## src/rtl/data_mem_arbiter.sv

```systemverilog
// Two-port round-robin arbiter in front of a single-ported data memory.
// Each granted access takes one ACCESS cycle and completes with a one-cycle ACK.
module data_mem_arbiter #(
    parameter int DATA_WIDTH = 32,
    parameter int MEM_DEPTH  = 100
) (
    input  logic                  CLK,
    input  logic                  RST,
    input  logic                  REQ0,
    input  logic                  REQ1,
    input  logic                  WE0,
    input  logic                  WE1,
    input  logic [DATA_WIDTH-1:0] ADDR0,
    input  logic [DATA_WIDTH-1:0] ADDR1,
    input  logic [DATA_WIDTH-1:0] WD0,
    input  logic [DATA_WIDTH-1:0] WD1,
    output logic                  GNT0,
    output logic                  GNT1,
    output logic                  ACK0,
    output logic                  ACK1,
    output logic                  ERR0,
    output logic                  ERR1,
    output logic [DATA_WIDTH-1:0] RD0,
    output logic [DATA_WIDTH-1:0] RD1,
    output logic [DATA_WIDTH-1:0] MEM_A,
    output logic                  MEM_WE,
    output logic [DATA_WIDTH-1:0] MEM_WD,
    input  logic [DATA_WIDTH-1:0] MEM_RD
);

    typedef enum logic {IDLE, ACCESS} state_t;

    localparam logic [DATA_WIDTH-1:0] DEPTH = DATA_WIDTH'(MEM_DEPTH);

    state_t                state, state_nxt;
    logic                  elig0, elig1, sel1;
    logic                  owner, last_gnt;
    logic                  lat_we, lat_oor;
    logic [DATA_WIDTH-1:0] lat_addr, lat_wd;

    // NOTE: state and registered outputs use non-blocking assignments so every
    // flop samples pre-edge values, regardless of process evaluation order.
    always_ff @(posedge CLK or negedge RST) begin
        if (!RST) state <= IDLE;
        else      state <= state_nxt;
    end

    // A port being acked this cycle is ineligible, so a held request is not served twice.
    // NOTE: every signal gets a default first, so no path leaves it unassigned (no latch).
    always_comb begin
        elig0     = REQ0 && !ACK0;
        elig1     = REQ1 && !ACK1;
        sel1      = elig1 && (!elig0 || !last_gnt);
        state_nxt = state;
        case (state)
            IDLE:    if (elig0 || elig1) state_nxt = ACCESS;
            ACCESS:  state_nxt = IDLE;
            default: state_nxt = IDLE;
        endcase
    end

    always_comb begin
        lat_oor = (lat_addr >= DEPTH);
        MEM_WE  = (state == ACCESS) && lat_we && !lat_oor;
        MEM_A   = lat_addr;
        MEM_WD  = lat_wd;
    end

    // last_gnt resets to 1 so port 0 wins the first simultaneous request.
    always_ff @(posedge CLK or negedge RST) begin
        if (!RST) begin
            owner    <= 1'b0;
            last_gnt <= 1'b1;
            lat_we   <= 1'b0;
            lat_addr <= '0;
            lat_wd   <= '0;
            GNT0     <= 1'b0;
            GNT1     <= 1'b0;
            ACK0     <= 1'b0;
            ACK1     <= 1'b0;
            ERR0     <= 1'b0;
            ERR1     <= 1'b0;
            RD0      <= '0;
            RD1      <= '0;
        end else begin
            ACK0 <= 1'b0;
            ACK1 <= 1'b0;
            ERR0 <= 1'b0;
            ERR1 <= 1'b0;
            if (state == IDLE && state_nxt == ACCESS) begin
                owner    <= sel1;
                last_gnt <= sel1;
                lat_we   <= sel1 ? WE1   : WE0;
                lat_addr <= sel1 ? ADDR1 : ADDR0;
                lat_wd   <= sel1 ? WD1   : WD0;
                GNT0     <= !sel1;
                GNT1     <= sel1;
            end else if (state == ACCESS) begin
                GNT0 <= 1'b0;
                GNT1 <= 1'b0;
                if (owner) begin
                    ACK1 <= 1'b1;
                    ERR1 <= lat_oor;
                    if (!lat_we) RD1 <= lat_oor ? '0 : MEM_RD;
                end else begin
                    ACK0 <= 1'b1;
                    ERR0 <= lat_oor;
                    if (!lat_we) RD0 <= lat_oor ? '0 : MEM_RD;
                end
            end
        end
    end

endmodule

```

## config.mk

```make
export PLATFORM = sky130hd
export DESIGN_NAME = data_mem_arbiter
export DESIGN_NICKNAME = d
export VERILOG_FILES = /design/src/rtl/data_mem_arbiter.sv
export SDC_FILE = /design/constraint.sdc
export NUM_CORES = 1
export LEC_CHECK = 0
export BUFFER_PORTS_ARGS = -buffer_cell sky130_fd_sc_hd__buf_4
export CAP_MARGIN = 40
export CORE_MARGIN = 10
export CORE_UTILIZATION = 45
export DETAILED_ROUTE_END_ITERATION = 12
export PLACE_DENSITY = 0.91
export SLEW_MARGIN = 10
export SYNTH_ARGS = -nofsm -noshare
export SYNTH_HDL_FRONTEND = slang
export SYNTH_SLANG_ARGS = --single-unit
```

## constraint.sdc

```tcl
create_clock -name CLK -period 3.55 [get_ports CLK]
set_input_delay 0.5325 -clock CLK [delete_from_list [all_inputs] [get_ports CLK]]
set_output_delay 0.5325 -clock CLK [all_outputs]
set_load 0.02 [all_outputs]
```

Word-level counts from Yosys, hierarchy flattened --
Cells that the tools add are included.
Word-level totals: register bits 138, bits of input ports 166, output and inout port bits 135, word-level logic and storage cells 57
Operators by class: multiplexer cells 21, bitwise operators 4, reduce and logical (&&, ||, !) cells 17, order comparisons 1
Operator list (number):
- two-way mux 32 bit | 3
- >= comparator 32 x 7 -> 1 bit (second input constant) | 1
- two-way mux 1 bit | 17
- AND reduction 4 bit | 2
- logical AND 1 bit | 6
- zero test 1 bit | 6
- inverter 1 bit | 4
- logical OR 1 bit | 2
- one-hot mux 1 bit (2 select lines) | 1
- nonzero test 2 bit | 1

Logic depth before layout (Yosys ltp) --
word-level depth 8, mapped depth 6

Worst setup path before layout --
Ideal clock, no wire load.
kind register to output, start register lat_addr[16] (netlist: MEM_A[16]), end output MEM_WE, path buffers 1, arrival time 1.537 ns, setup slack 1.481 ns, data required time 3.017 ns, cell stages (with the launch flop) 6, cells stage by stage dfrtp_1 > nor4_1 > nand4_1 > nor3_2 > buf_4 > and3_1
On the way: longest elaborated chain between the ends 3
RTL lines:
- start: declaration | RTL line 39 | logic [DATA_WIDTH-1:0] lat_addr, lat_wd;
- start signal: assignment | RTL line 94 | lat_addr <= sel1 ? ADDR1 : ADDR0;
- >= comparator 32 x 7 -> 1 bit | RTL line 63 | lat_oor = (lat_addr >= DEPTH);
- zero test 1 bit | RTL line 64 | MEM_WE = (state == ACCESS) && lat_we && !lat_oor;
- logical AND 1 bit | RTL line 64
- end: declaration | RTL line 26 | output logic MEM_WE,
No other way between the ends.

Worst setup path after layout --
start register lat_addr[12] (netlist: MEM_A[12]), end output MEM_WE
Same word-level chain as after synthesis.

==> impl_metrics.csv <==
group,metric,value,unit
global_routing,grt_pass1_wl,31410,µm
run_status,outcome,"complete, no violations",
clock_tree,cts_htree_levels,4,
synth,synth_warnings,0,
routing,viasPerCell,5.392,
layout,fillers,893,
floorplan,fp-row-count,41,
setup_path,path_max_fanout,3,
power_and_ir_drop,power.switching,0.002473,W
power_and_ir_drop,internal_power,0.004235,W
min_path,hold_path_class,"in -> async",
clock_tree,post_cts_buffers,0,
floorplan,die_w,134.5,µm
global_routing,grtUsageTotal,21.67,%
power_and_ir_drop,ir_drop,580.1,µV
clock_tree,cts_sinks,138,
setup_path,required,3.02,ns
timing,rsz0062_at_grt,"false",
timing,tightest_slew,0.8892,ns
routing,drc_errors,0,
routing,drtIter0Drc,233,
layout,drive_gt1_share,45.27,%
floorplan,die_h,134.5,µm
setup_path,worstSetupPathType,"reg -> out",
layout,fin_area,8853,µm²
timing,slew_headroom,40.63,%
clock_tree,cts_buffers,17,
setup_path,r2r-start,"MEM_A[12]",
setup_path,rrSetupSlack,1.38,ns
clock_tree,clk_pin_slew_worst_paths,0.06,ns
clock_tree,cts.path.max_buffers,2,
synth,syn-instance-count,470,
global_routing,grt_pass1_vias,5632,
floorplan,coreArea,12720,µm²
floorplan,start_util,46.36,%
setup_path,crit_path_end_kind,"primary output",
synth,syn_avg_cell_area,12.55,µm²
clock_tree,root_buffer,"clkbuf_16",
placed_design,gp_congestion,0.8239,
clock_tree,hold_buffers,0,
global_routing,grt_antenna_before_repair,0,
flow_run,cap_viol_max_count,0,
power_and_ir_drop,seq_power_share,35.0,%
routing,ant_nets,0,
synth,yosysSeqAreaShare,58.57,%
setup_path,startpoint,"MEM_A[12]",
timing,max_freq,399.5,MHz
synth,synth.distinct_cells,26,
routing,drt-pass1-iter-count,4,
placed_design,hpwl,15380,µm
timing,setup_violations,0,
timing,fin_skew,0.01410,ns
timing,period_minus_slack,2.503,ns
synth,syn_area,5898,µm²
routing,wl,20080,µm
setup_path,rr_worst_depth,5,
setup_path,cp-endpoint,"MEM_WE",
synth,ys_ff_latch,138,
floorplan,ioPinCount,301,
setup_path,cp.arrival,1.97,ns
routing,wire_per_inst,21.29,µm
setup_path,r2r_end,"RD0[25]",
routing,vias,5085,
timing,finalCritPeriodShare,70.52,%
global_routing,grt_max_degree,86,
layout,area_growth,50.11,%
timing,tns,0,ns
setup_path,cp-start-kind,"flop",
clock_tree,cts_resized,0,
layout,antenna_cells,0,
placed_design,postPlaceCellArea,8249,µm²
global_routing,grt.overflow.total,0,
power_and_ir_drop,clkPwrFrac,26.6,%
synth,synth_nets,636,
layout,finish.utilization,69.59,%
clock_tree,clock_latency,0.41,ns
power_and_ir_drop,switching_share,36.86,%
power_and_ir_drop,power_leakage,4.558,nW
timing,drv_slew,0,
placed_design,portBuffers,300,
clock_tree,cts_tree,"done",
floorplan,dieArea,18090,µm²
power_and_ir_drop,combinationalPowerShare,38.4,%
power_and_ir_drop,power_density,757.6,nW/µm²
timing,finalHoldViolCount,0,
layout,nNetsFinal,924,
## Yosys cell counts (all sizes together)
library cell / count / area (µm²)
dfrtp: 137 / 3428
nand2b: 3 / 18.77
dfstp: 1 / 26.28
buf: 31 / 176.4
and2: 65 / 406.6
nor2b: 64 / 400.4
nor4: 5 / 31.28
nand3: 1 / 5.000
a311oi: 1 / 15.01
and3: 1 / 6.260
a31o: 64 / 560.5
a221o: 65 / 650.6
o311a: 1 / 10.01
a21o: 4 / 30.03
nand4: 1 / 6.260
nor3: 3 / 20.02
inv: 4 / 15.01
a21oi: 1 / 8.760
nand2: 2 / 7.510
clkbuf: 9 / 33.78
nor2: 7 / 41.29
## critical path: stages (launching register included)
cell and delay, ns:
dfrtp_1 0.40, nor4_1 0.37, nand4_1 0.25, nor3_4 0.23
and3_1 0.17, buf_4 0.15
## sequential cells by signal, summed over array words and instances, names as in the netlist, 32 cells and up
| signal | count |
|---|---|
| MEM_A | 32 |
| MEM_WD | 32 |
| RD1 | 32 |
| RD0 | 32 |
## worst min path at each step
stage                     startpoint  endpoint  slack [ns]
final                            RST   RD1[17]        0.18
after global routing             RST   RD1[20]        0.23
after CTS                        RST   RD1[18]        0.20
after detailed placement        GNT0      GNT0        0.47
after global placement          GNT0      GNT0        0.47
after floorplan                  RST      ACK0        0.24
## metal layers
layer	global-route usage [%]	routed length [µm]
met5	0	0
met4	5.139	233
met3	9.607	2157
met2	37.86	10270
met1	23.57	7422
## cell type report
cell class	instances	area [µm²]	area share, %
Tap cell	172	215.2	2.431
Multi-Input combinational cell	288	2241	25.31
Timing Repair Buffer	309	2323	26.24
Sequential cell	138	3455	39.02
Clock inverter	12	137.6	1.555
Clock buffer	20	466.7	5.271
Inverter	4	15.01	0.1696
## per-stage QoR
step                      hold WS [ns]  cells  setup slack [ns]  power, W
after floorplan                 0.2369    470             1.481  0.003785
after global placement          0.4651    911             1.421  0.004875
after detailed placement        0.4711    911             1.371  0.004964
after CTS                       0.1989    943             1.022  0.006766
after global routing            0.2286    943            0.9076  0.007063
final                           0.1785    943             1.047  0.006707
## power groups by stage
stage / combinational, W / clock, W / sequential (W)
5_1_grt: 0.00276 / 0.00190 / 0.00240
3_5_place_dp: 0.00262 / 0 / 0.00234
6_report: 0.00257 / 0.00179 / 0.00235
2_1_floorplan: 0.00104 / 0 / 0.00274
4_1_cts: 0.00261 / 0.00182 / 0.00234
3_3_place_gp: 0.00254 / 0 / 0.00233
## cells by family (layout without fill, tap and decap cells)
family / count (synthesis) / after routing / share of synthesized area (%)
AND/OR/NAND/NOR: 152 / 152 / 15.99
AO/OA/AOI/OAI: 136 / 136 / 21.62
flip-flops: 138 / 138 / 58.57
buffers and inverters: 44 / 345 / 3.818
## placed cells by master, fill, tap and decap left out
master	count
nand4_1	1
a311oi_4	1
nand2_1	2
clkinv_2	2
a31o_1	64
and2_1	65
nor2_4	2
a21oi_2	1
clkinv_4	2
dfstp_2	1
clkinvlp_4	2
dfrtp_1	137
buf_4	308
inv_6	4
a21o_1	4
nand2b_1	3
nor3_4	1
buf_6	1
nor2b_1	64
inv_2	1
inv_1	3
a221o_1	65
o311a_1	1
clkbuf_16	17
bufinv_16	2
clkbuf_8	3
and3_1	1
nor3_2	1
nand3_1	1
nor2_1	5
nor3_1	1
nor4_1	5
Note: power is estimated with default switching activity, not from simulation.
